==> src/rtl/amo_pkg.sv <==
// Shared AMO definitions: opcode encoding, reservation slot layout and lane selection.
package amo_pkg;

    typedef enum logic [3:0] {
        AMONone = 4'h0,
        AMOSwap = 4'h1,
        AMOAdd  = 4'h2,
        AMOAnd  = 4'h3,
        AMOOr   = 4'h4,
        AMOXor  = 4'h5,
        AMOMax  = 4'h6,
        AMOMaxu = 4'h7,
        AMOMin  = 4'h8,
        AMOMinu = 4'h9,
        AMOCAS  = 4'hA,
        AMOLr   = 4'hB,
        AMOSc   = 4'hC
    } amo_op_t;

    localparam int unsigned ResvAddrWidth = 32;
    localparam int unsigned MaxLanes      = 32;
    localparam int unsigned LaneIdxWidth  = 5;

    typedef struct packed {
        logic                     valid;
        logic [ResvAddrWidth-1:0] addr;
    } reservation_t;

    // Lowest lane with any byte enabled; lane 0 when none is.
    function automatic logic [LaneIdxWidth-1:0] lowest_lane(input logic [MaxLanes-1:0] nib_any);
        logic [LaneIdxWidth-1:0] lane;
        lane = '0;
        for (int i = MaxLanes - 1; i >= 0; i--) begin
            if (nib_any[i]) lane = LaneIdxWidth'(i);
        end
        return lane;
    endfunction

endpackage

==> src/rtl/amo_alu.sv <==
// Combinational 32-bit AMO ALU: old value a, operand b, CAS swap value -> value to write back.
module amo_alu
    import amo_pkg::*;
(
    input  logic [3:0]  op_i,
    input  logic [31:0] a_i,
    input  logic [31:0] b_i,
    input  logic [31:0] swap_i,
    output logic [31:0] result_o
);

    logic        signed_cmp;
    logic [32:0] diff;
    logic        a_lt_b;

    always_comb begin
        signed_cmp = (op_i == AMOMax) || (op_i == AMOMin);
        // Borrow of a 33-bit subtract gives a<b for both sign- and zero-extended operands.
        diff   = {signed_cmp & a_i[31], a_i} - {signed_cmp & b_i[31], b_i};
        a_lt_b = diff[32];
        result_o = a_i;
        case (op_i)
            AMOSwap, AMOSc:  result_o = b_i;
            AMOAdd:          result_o = a_i + b_i;
            AMOAnd:          result_o = a_i & b_i;
            AMOOr:           result_o = a_i | b_i;
            AMOXor:          result_o = a_i ^ b_i;
            AMOMax, AMOMaxu: result_o = a_lt_b ? b_i : a_i;
            AMOMin, AMOMinu: result_o = a_lt_b ? a_i : b_i;
            AMOCAS:          result_o = (a_i == b_i) ? swap_i : a_i;
            default:         result_o = a_i;
        endcase
    end

endmodule

==> src/rtl/amo_shim_mc.sv <==
// AMO shim between an N-core port and one SRAM bank: read-modify-write AMOs plus per-core LR/SC reservations.
module amo_shim_mc
    import amo_pkg::*;
#(
    parameter int unsigned AddrMemWidth = 32,
    parameter int unsigned DataWidth    = 64,
    parameter int unsigned NumCores     = 4
) (
    input  logic                        clk_i,
    input  logic                        rst_i,
    input  logic                        in_req_i,
    output logic                        in_gnt_o,
    input  logic [$clog2(NumCores)-1:0] in_id_i,
    input  logic [AddrMemWidth-1:0]     in_add_i,
    input  logic [3:0]                  in_amo_i,
    input  logic                        in_wen_i,
    input  logic [DataWidth-1:0]        in_wdata_i,
    input  logic [DataWidth/8-1:0]      in_be_i,
    output logic [DataWidth-1:0]        in_rdata_o,
    output logic                        out_req_o,
    input  logic                        out_gnt_i,
    output logic [AddrMemWidth-1:0]     out_add_o,
    output logic                        out_wen_o,
    output logic [DataWidth-1:0]        out_wdata_o,
    output logic [DataWidth/8-1:0]      out_be_o,
    input  logic [DataWidth-1:0]        out_rdata_i
);

    localparam int unsigned NumLanes = DataWidth / 32;
    localparam int unsigned LaneW    = (NumLanes > 1) ? $clog2(NumLanes) : 1;
    localparam int unsigned IdW      = $clog2(NumCores);

    typedef enum logic [1:0] {Idle, DoAMO, WaitWr} state_e;

    state_e            state_q, state_d;
    logic [3:0]        op_q, op_d;
    logic [AddrMemWidth-1:0] addr_q, addr_d;
    logic [LaneW-1:0]  lane_q, lane_d;
    logic [IdW-1:0]    id_q, id_d;
    logic [31:0]       b_q, b_d, swap_q, swap_d, wb_q, wb_d;
    reservation_t      resv_q [NumCores];
    reservation_t      resv_d [NumCores];

    logic              op_valid, is_lr, is_rmw, is_store, sc_ok;
    logic [MaxLanes-1:0] nib_any;
    logic [LaneW-1:0]  sel_lane;
    logic [31:0]       b_in, swap_in, old_val, alu_res;

    function automatic logic [DataWidth-1:0] place(input logic [31:0] v, input logic [LaneW-1:0] lane);
        logic [DataWidth-1:0] r;
        r = '0;
        for (int l = 0; l < NumLanes; l++) begin
            if (lane == LaneW'(l)) r[l*32 +: 32] = v;
        end
        return r;
    endfunction

    function automatic logic [DataWidth/8-1:0] lane_be(input logic [LaneW-1:0] lane);
        logic [DataWidth/8-1:0] r;
        r = '0;
        for (int l = 0; l < NumLanes; l++) begin
            if (lane == LaneW'(l)) r[l*4 +: 4] = 4'hF;
        end
        return r;
    endfunction

    // Request decode and operand extraction from the selected lane.
    always_comb begin
        op_valid = (in_amo_i >= 4'h1) && (in_amo_i <= 4'hC);
        is_lr    = (in_amo_i == AMOLr);
        is_rmw   = op_valid && !is_lr;
        is_store = !op_valid && in_wen_i;
        nib_any  = '0;
        for (int l = 0; l < NumLanes; l++) nib_any[l] = |in_be_i[l*4 +: 4];
        sel_lane = LaneW'(lowest_lane(nib_any));
        b_in     = '0;
        swap_in  = '0;
        old_val  = '0;
        for (int l = 0; l < NumLanes; l++) begin
            if (sel_lane == LaneW'(l)) begin
                b_in    = in_wdata_i[l*32 +: 32];
                swap_in = in_wdata_i[((l + 1) % NumLanes)*32 +: 32];
            end
            if (lane_q == LaneW'(l)) old_val = out_rdata_i[l*32 +: 32];
        end
        sc_ok = resv_q[id_q].valid && (resv_q[id_q].addr == ResvAddrWidth'(addr_q));
    end

    amo_alu u_alu (
        .op_i    (op_q),
        .a_i     (old_val),
        .b_i     (b_q),
        .swap_i  (swap_q),
        .result_o(alu_res)
    );

    // Next state, reservation updates and bank/port muxing.
    always_comb begin
        state_d     = state_q;
        op_d        = op_q;
        addr_d      = addr_q;
        lane_d      = lane_q;
        id_d        = id_q;
        b_d         = b_q;
        swap_d      = swap_q;
        wb_d        = wb_q;
        resv_d      = resv_q;
        out_req_o   = in_req_i;
        out_add_o   = in_add_i;
        out_wen_o   = in_wen_i && !op_valid;
        out_wdata_o = in_wdata_i;
        out_be_o    = in_be_i;
        in_gnt_o    = out_gnt_i;
        in_rdata_o  = out_rdata_i;

        case (state_q)
            Idle: begin
                if (in_req_i && out_gnt_i) begin
                    if (is_store) begin
                        for (int c = 0; c < NumCores; c++) begin
                            if (resv_q[c].addr == ResvAddrWidth'(in_add_i)) resv_d[c].valid = 1'b0;
                        end
                    end
                    // Set after the clear so a same-cycle LR keeps its slot.
                    if (is_lr) resv_d[in_id_i] = '{valid: 1'b1, addr: ResvAddrWidth'(in_add_i)};
                    if (is_rmw) begin
                        op_d    = in_amo_i;
                        addr_d  = in_add_i;
                        lane_d  = sel_lane;
                        id_d    = in_id_i;
                        b_d     = b_in;
                        swap_d  = swap_in;
                        state_d = DoAMO;
                    end
                end
            end
            DoAMO: begin
                in_gnt_o    = 1'b0;
                in_rdata_o  = place(old_val, lane_q);
                out_req_o   = 1'b1;
                out_add_o   = addr_q;
                out_wen_o   = 1'b1;
                out_be_o    = lane_be(lane_q);
                out_wdata_o = place(alu_res, lane_q);
                if (op_q == AMOSc) begin
                    in_rdata_o        = place({31'b0, ~sc_ok}, lane_q);
                    resv_d[id_q].valid = 1'b0;
                end
                if (op_q == AMOSc && !sc_ok) begin
                    out_req_o = 1'b0;
                    out_wen_o = 1'b0;
                    state_d   = Idle;
                end else begin
                    for (int c = 0; c < NumCores; c++) begin
                        if (resv_q[c].addr == ResvAddrWidth'(addr_q)) resv_d[c].valid = 1'b0;
                    end
                    if (out_gnt_i) begin
                        state_d = Idle;
                    end else begin
                        wb_d    = alu_res;
                        state_d = WaitWr;
                    end
                end
            end
            WaitWr: begin
                in_gnt_o    = 1'b0;
                out_req_o   = 1'b1;
                out_add_o   = addr_q;
                out_wen_o   = 1'b1;
                out_be_o    = lane_be(lane_q);
                out_wdata_o = place(wb_q, lane_q);
                if (out_gnt_i) state_d = Idle;
            end
            default: state_d = Idle;
        endcase

        // Reset suppresses any bank access, including a pending write-back.
        if (rst_i) begin
            in_gnt_o  = 1'b0;
            out_req_o = 1'b0;
        end
    end

    always_ff @(posedge clk_i) begin
        if (rst_i) begin
            state_q <= Idle;
            op_q    <= '0;
            addr_q  <= '0;
            lane_q  <= '0;
            id_q    <= '0;
            b_q     <= '0;
            swap_q  <= '0;
            wb_q    <= '0;
            for (int c = 0; c < NumCores; c++) resv_q[c] <= '0;
        end else begin
            state_q <= state_d;
            op_q    <= op_d;
            addr_q  <= addr_d;
            lane_q  <= lane_d;
            id_q    <= id_d;
            b_q     <= b_d;
            swap_q  <= swap_d;
            wb_q    <= wb_d;
            for (int c = 0; c < NumCores; c++) resv_q[c] <= resv_d[c];
        end
    end

endmodule

==> config.mk <==
export PLATFORM = sky130hd
export DESIGN_NAME = amo_shim_mc
export DESIGN_NICKNAME = d
export VERILOG_FILES = /design/src/rtl/amo_pkg.sv /design/src/rtl/amo_alu.sv /design/src/rtl/amo_shim_mc.sv
export SDC_FILE = /design/constraint.sdc
export NUM_CORES = 1
export LEC_CHECK = 0
export CAP_MARGIN = 20
export CORE_UTILIZATION = 35
export CTS_CLUSTER_SIZE = 16
export DETAILED_ROUTE_END_ITERATION = 16
export SETUP_SLACK_MARGIN = 0.3
export SKIP_LAST_GASP = 1
export SLEW_MARGIN = 15
export SYNTH_ARGS = -nofsm -noshare
export SYNTH_HDL_FRONTEND = slang
export SYNTH_HIERARCHICAL = 1
export SYNTH_SLANG_ARGS = --single-unit
==> constraint.sdc <==
create_clock -name clk_i -period 7.1 [get_ports clk_i]
set_input_delay 1.065 -clock clk_i [delete_from_list [all_inputs] [get_ports clk_i]]
set_output_delay 1.065 -clock clk_i [all_outputs]
set_load 0.1 [all_outputs]
==> results of run 1 <==
[cells in the mapped netlist, types with 8 or more instances]
cell,n,area [um2]
sky130_fd_sc_hd__mux2i_1,33,330
sky130_fd_sc_hd__nand4_1,77,482
sky130_fd_sc_hd__inv_1,187,702
sky130_fd_sc_hd__buf_2,14,70.1
sky130_fd_sc_hd__dfxtp_1,269,5390
sky130_fd_sc_hd__nor4_1,23,144
sky130_fd_sc_hd__xor2_1,23,201
sky130_fd_sc_hd__buf_4,11,82.6
sky130_fd_sc_hd__o21ai_0,57,285
sky130_fd_sc_hd__clkbuf_1,233,875
sky130_fd_sc_hd__nor2_1,197,739
sky130_fd_sc_hd__nor3_1,13,65.1
sky130_fd_sc_hd__nor2b_1,8,50.1
sky130_fd_sc_hd__a221o_1,15,150
sky130_fd_sc_hd__o221ai_1,11,96.3
sky130_fd_sc_hd__o211ai_1,16,120
sky130_fd_sc_hd__and2_1,98,613
sky130_fd_sc_hd__a22oi_1,14,105
sky130_fd_sc_hd__a221oi_1,26,228
sky130_fd_sc_hd__xnor2_1,282,2470
sky130_fd_sc_hd__mux2_2,64,721
sky130_fd_sc_hd__a21o_1,15,113
sky130_fd_sc_hd__a211oi_1,78,586
sky130_fd_sc_hd__mux4_2,18,405
sky130_fd_sc_hd__o2111ai_1,18,158
sky130_fd_sc_hd__a31oi_1,9,56.3
sky130_fd_sc_hd__nand3_1,155,776
sky130_fd_sc_hd__buf_6,8,90.1
sky130_fd_sc_hd__nand2b_1,9,56.3
sky130_fd_sc_hd__o2bb2ai_1,35,307
sky130_fd_sc_hd__nand2_1,281,1050
sky130_fd_sc_hd__o21bai_1,9,67.6
sky130_fd_sc_hd__buf_1,11,41.3
sky130_fd_sc_hd__o22ai_1,77,482
sky130_fd_sc_hd__a21oi_1,329,1650
sky130_fd_sc_hd__ha_1,99,1240
[metal layers]
layer  vias up  share of wire
met5         -        0.00037
met4         6          0.042
met3       199          0.076
met2      1125           0.46
met1     10900           0.43
li1      10600              -
[through the flow]
stage                     instance area, um2  hold slack [ps]  cells
after floorplan                        22100              423   2933
after global placement                 26600              430   3903
after detailed placement               26600              434   3904
after CTS                              27700              443   3962
after global routing                   27800              454   3971
final                                  27800              442   3972
[report_power, final]
group / internal [mW] / switching, mW
Clock: 0.952 / 0.703
Sequential: 1.55 / 0.0745
Combinational: 0.641 / 1.30
Total: 3.15 / 2.08
[worst max-delay path: stages]
cell	delay, ps
sky130_fd_sc_hd__clkdlybuf4s50_1	470
sky130_fd_sc_hd__mux2_2	220
sky130_fd_sc_hd__inv_1	60
sky130_fd_sc_hd__ha_1	430
sky130_fd_sc_hd__nor4_4	370
sky130_fd_sc_hd__nand4_2	250
sky130_fd_sc_hd__a21oi_1	210
sky130_fd_sc_hd__nor4_1	70
sky130_fd_sc_hd__buf_4	150
sky130_fd_sc_hd__and3_2	260
sky130_fd_sc_hd__nor2_8	200
sky130_fd_sc_hd__mux2i_2	450
sky130_fd_sc_hd__buf_4	280
sky130_fd_sc_hd__a221oi_1	110
sky130_fd_sc_hd__o21ai_0	200
sky130_fd_sc_hd__and2_1	160
sky130_fd_sc_hd__a21oi_1	70
sky130_fd_sc_hd__o22ai_1	250
sky130_fd_sc_hd__buf_12	220
[flip-flops by register name (all words and copies together) (netlist names)]
signal   flops
swap_q      32
id_q         2
op_q         4
resv_q     132
state_q      2
wb_q        32
addr_q      32
b_q         32
lane_q       1
[cell type report]
class                           count  area, um2
Timing Repair Buffer              418       4670
Tap cell                          837       1050
Inverter                          188        706
Antenna cell                        3       7.51
Multi-Input combinational cell   2199      14900
Fill cell                        6259      34300
Clock inverter                     10        118
Clock buffer                       48        910
Sequential cell                   269       5390
[logic make-up after synthesis]
logic type,Yosys count
fa+ha+maj,102
xor+xnor,305
mux,117
compound gates,768
flops,269
buf+inv,466
simple gates,906
[worst max-delay path by stage]
stage	end	depth (start not counted)
after floorplan	out_wdata_o[2]	19
after global routing	out_wdata_o[6]	17
after detailed placement	out_wdata_o[63]	18
after global placement	out_wdata_o[63]	18
final	out_wdata_o[41]	19
after CTS	out_wdata_o[63]	18
[repair_timing]
action	in CTS	in global routing
pin swaps	0	3
buffers inserted	0	6
resized for setup	1	7
endpoints found under the setup margin	20	52
hold endpoints to repair	0	0
cloned	0	1
==> impl_metrics.yaml, run 1 <==
run_status:
  status: "complete, no violations"
global_route:
  first_global_vias: 21000
  grt.met1_usage: 0.376
  grt_antenna_before_repair: 5
  globalRoute.totalOverflow: 0
  busiest_layer: "met2"
  grt_start_max_net_pins: 91
  groute.layer.met2.usage: 0.463
  grt_util_all_layers: 0.284
  global_route.usage.met3: 0.0409
  grt_first_pass_wirelength_um: 138000
critical_path:
  timing.critical_path.from: "out_rdata_i[27]"
  crit_path_max_fanout: 11
  critPathRequiredTime_ps: 6030
  arrival_ps: 5510
  cp-end-kind: "primary output"
  regToRegStartpoint: "id_q[0]"
  r2r_slack_ps: 2430
  worstReg2RegEnd: "wb_q[8]"
  critPathLaunchType: "input port"
  timing.reg2reg.worst_path_depth: 9
  worstSetupPathType: "in2out"
route:
  initialDrtViolationCount: 2329
  vias_per_cell: 5.76
  drt_first_pass_iters: 6
  drc: 0
  via_count: 22900
  detail_route.wl_per_cell_um: 23.8
  antenna_violation_net_count_after_detailed_routing: 0
  wirelength_um: 94700
floorplanning:
  core_area_mm2: 0.0621
  die_height_um: 253
  start_util: 0.356
  floorplan.die_area_mm2: 0.0641
  fp.dieW_um: 253
  boundaryPins: 350
  num_rows: 91
run:
  max_cap_violations: 0
place:
  place.detailed.hpwl_um: 70300
  globalplace.congestion: 1.05
  place_ws_ps: 335
  placement.io_buffers: 349
sta:
  fmax_mhz: 152
  clock-skew-final_ps: 16.7
  final.min_clock_period_ps: 6570
  tightest_slew_ps: 1070
  final.period_utilization: 0.926
  hold_viol: 0
  setup_viols_final: 0
  worst_slack_ps: 529
  slew_viol_final: 0
  remaining_max_slew_budget_at_the_tightest_pin: 0.284
  unrepaired_setup_endpoints_after_global_routing: "false"
  setup_total_negative_slack_ps: 0
clock_tree:
  number_of_hold_buffers_added_after_cts: 0
  clkSinkCount: 269
  cts_buffers: 31
  clk_latency_ps: 620
  clk_path_buf_depth: 3
  cts_tree: "done"
  clock_transition_time_at_the_flip_flop_clock_pins_of_the_worst_setup_and_hold_paths_ps: 60
  root_cell_of_the_clock_tree: "sky130_fd_sc_hd__clkbuf_16"
  htree_num_levels: 1
hold_path:
  hold_path.startpoint: "wb_q[13]"
  hold_path_end: "wb_q[13]"
  min_path_type: "reg2reg"
  worst_hold_path.num_cells: 2
synthesis:
  synthesis.area_mm2: 0.0221
  post_synth_adder_cell_area: 0.0579
  synth-simple-area-share: 0.200
  synthFlopType: "sky130_fd_sc_hd__dfxtp_1"
  synth_cell_type_count: 90
  ys_ff_latch: 269
  synth-edff-count: 0
  synth-xor-area-share: 0.121
  fraction_of_registers_with_async_set_reset: 0
  synth_compound_area_frac: 0.225
  synth.yosys.seq_area_share: 0.244
  synth.yosys.warnings: 6
  main_combinational_cell_family_by_area_after_synthesis: "compound AO/OA/AOI/OAI gates"
  synth_area_per_cell_um2: 7.53
  synth_mux_area_frac: 0.0676
  synthesis.instances: 2933
  synthesis.nets: 3212
pwr:
  total_power_mw: 5.22
  vdd_drop_max_uv: 212
  power_density_mw_per_mm2: 188
  power_leakage_nw: 9.46
cells_and_area:
  syn_to_final_growth_pct: 25.8
  layout_commonest_cell: "sky130_fd_sc_hd__a21oi_1"
  commonest_cells_after_routing_fill_and_taps_aside: "329 x sky130_fd_sc_hd__a21oi_1, 282 x sky130_fd_sc_hd__xnor2_1, 282 x sky130_fd_sc_hd__clkdlybuf4s50_1"
  post_route_cells_drive_above_1_share: 0.104
  finish.net_count: 3386
  core_util_final: 0.448
Note: power is estimated with default switching activity, not from simulation.
==> run 2: changes to the inputs <==
REMOVE_ABC_BUFFERS = 1   (was unset)
SKIP_CTS_REPAIR_TIMING = 1   (was unset)
==> run 2 against run 1 <==
Against the previous run:
- design area about the same
- global-route usage decreased by 1.4 points
- final cell count decreased by 0.18%
- via count down 2.3%
- fmax shrank 0.42%
- sequential share of layout area barely moved
- clock skew increased by 6.3 ps
- clock power is 2% higher
- flip-flop and latch count stayed put
- wire length down 6.1%
- largest cell class unchanged
==> impl_metrics.yaml, run 2 (same netlist as run 1, synthesis figures left out) <==
hold_path:
  min_path_type: "reg2reg"
floorplanning:
  fp.dieW_um: 253
  core_area_mm2: 0.0621
  num_rows: 91
  floorplan.die_area_mm2: 0.0641
  start_util: 0.356
  die_height_um: 253
  boundaryPins: 350
cells_and_area:
  finish.net_count: 3388
  layout_commonest_cell: "sky130_fd_sc_hd__a21oi_1"
  commonest_cells_after_routing_fill_and_taps_aside: "329 x sky130_fd_sc_hd__a21oi_1, 282 x sky130_fd_sc_hd__xnor2_1, 282 x sky130_fd_sc_hd__clkdlybuf4s50_1"
  final-seq-area_mm2: 0.00539
  largest_register_by_flop_count: "resv_q"
  nFillCells: 6270
  insertedDiodeCount: 0
  post_route_cells_drive_above_1_share: 0.103
  largest_register_ffs: 132
  multi_input_area_mm2: 0.0149
  syn_to_final_growth_pct: 25.8
sta:
  tightest_slew_ps: 1020
  remaining_max_slew_budget_at_the_tightest_pin: 0.315
  fmax_mhz: 152
  hold_viol: 0
  final.period_utilization: 0.929
  slew_viol_final: 0
  clock-skew-final_ps: 23.0
  setup_total_negative_slack_ps: 0
  final.hold.worst_slack_ps: 439
  setup_viols_final: 0
  final.min_clock_period_ps: 6600
  unrepaired_setup_endpoints_after_global_routing: "false"
critical_path:
  critPathRequiredTime_ps: 6030
  buffers_inverters_on_critical_path: 5
  arrival_ps: 5530
  critical_path.most_common_cell: "sky130_fd_sc_hd__a21oi_1"
  cp_top_family: "simple AND/OR/NAND/NOR gates"
  path_cells: "clkdlybuf4s50_1 > mux2_2 > inv_1 > ha_1 > nor4_2 > nand4_2 > a21oi_1 > nor4_1 > buf_4 > and3_2 > o221a_2 > nor2_4 > buf_4 > a221oi_1 > a21oi_1 > and2_1 > a21oi_1 > o22ai_1 > buf_12"
  slowest_delay_ps: 460
  worstSetupPathType: "in2out"
  cp-end-kind: "primary output"
  crit_slowest_cell: "sky130_fd_sc_hd__clkdlybuf4s50_1"
  critPathLaunchType: "input port"
  crit_path_max_fanout: 7
clock_tree:
  clk_path_buf_depth: 3
  clock_transition_time_at_the_flip_flop_clock_pins_of_the_worst_setup_and_hold_paths_ps: 50
  htree_num_levels: 2
  root_cell_of_the_clock_tree: "sky130_fd_sc_hd__clkbuf_16"
  cts_buffers: 34
  clkSinkCount: 269
  cts_tree: "done"
  clk_latency_ps: 580
global_route:
  grt_antenna_before_repair: 4
  grt_first_pass_wirelength_um: 132000
  globalRoute.totalOverflow: 0
  grt_start_max_net_pins: 130
  grt_util_all_layers: 0.270
  first_global_vias: 21200
route:
  vias_per_cell: 5.64
  antenna_violation_net_count_after_detailed_routing: 0
  drt_first_pass_iters: 8
  wirelength_um: 88900
  via_count: 22300
  initialDrtViolationCount: 1835
  detail_route.wl_per_cell_um: 22.4
  drc: 0
place:
  placement.io_buffers: 349
  place.detailed.hpwl_um: 64000
  globalplace.congestion: 1.03
pwr:
  power_leakage_nw: 9.47
  power_density_mw_per_mm2: 189
  vdd_drop_max_uv: 137
run:
  max_cap_violations: 0
run_status:
  status: "complete, no violations"
-- run 2: cell types whose count changed in the layout (fill, tap and decap cells not counted), sizes merged --
cell	delta
mux2i	-1
clkinvlp	-1
inv	-1
bufinv	-2
clkbuf	+1
diode	-3
-- run 2: metal layers --
metal,GRT usage,share of wire,vias to the layer above
met4,0.129,0.048,8
met2,0.453,0.47,897
met1,0.334,0.41,10600
met3,0.0475,0.068,215
met5,0,0.00056,-
li1,-,-,10600
-- run 2: worst register-to-register path: cells and delay by family (launching register included) --
family                     cells  cell delay [ps]
DFF                            1              620
adders and majority gates      1              270
and+or+nand+nor                5              990
muxes                          1              380
buffers and inverters          5              900
AOI/OAI and AO/OA              6             1280
-- run 2: path summary, 6_finish.rpt --
kind,to,cells past startpoint,startpoint,slack (ps)
worst max register to register,wb_q[1],18,lane_q,2600
worst min-delay path,wb_q[18],2,wb_q[18],440
worst min register to register,wb_q[18],2,wb_q[18],440
worst max-delay path,out_wdata_o[1],19,out_rdata_i[63],500
-- run 2: final cells by class --
class | instances | area share
clock buffer | 49 | 0.0360
clock inverter | 6 | 0.00203
inverter | 188 | 0.0254
multi-input combinational | 2198 | 0.536
sequential | 269 | 0.194
tap | 837 | 0.0377
timing repair buffer | 418 | 0.169
-- run 2: stage by stage --
step	util	cells	worst slack [ps]	power [mW]	instance area, um2
final	0.448	3965	501	5.24	27800
after CTS	0.447	3964	320	5.25	27700
after global routing	0.448	3965	305	5.43	27800
after detailed placement	0.430	3909	506	3.55	26700
after global placement	0.430	3909	456	3.55	26700
after floorplan	-	2655	-4400	2.86	20900
-- run 2: where the power goes --
| group | internal, mW | total (mW) | leakage [nW] | switching [mW] |
|---|---|---|---|---|
| combinational | 0.638 | 1.92 | 6.77 | 1.28 |
| clock | 0.976 | 1.70 | 0.520 | 0.726 |
| sequential | 1.55 | 1.62 | 2.18 | 0.0661 |
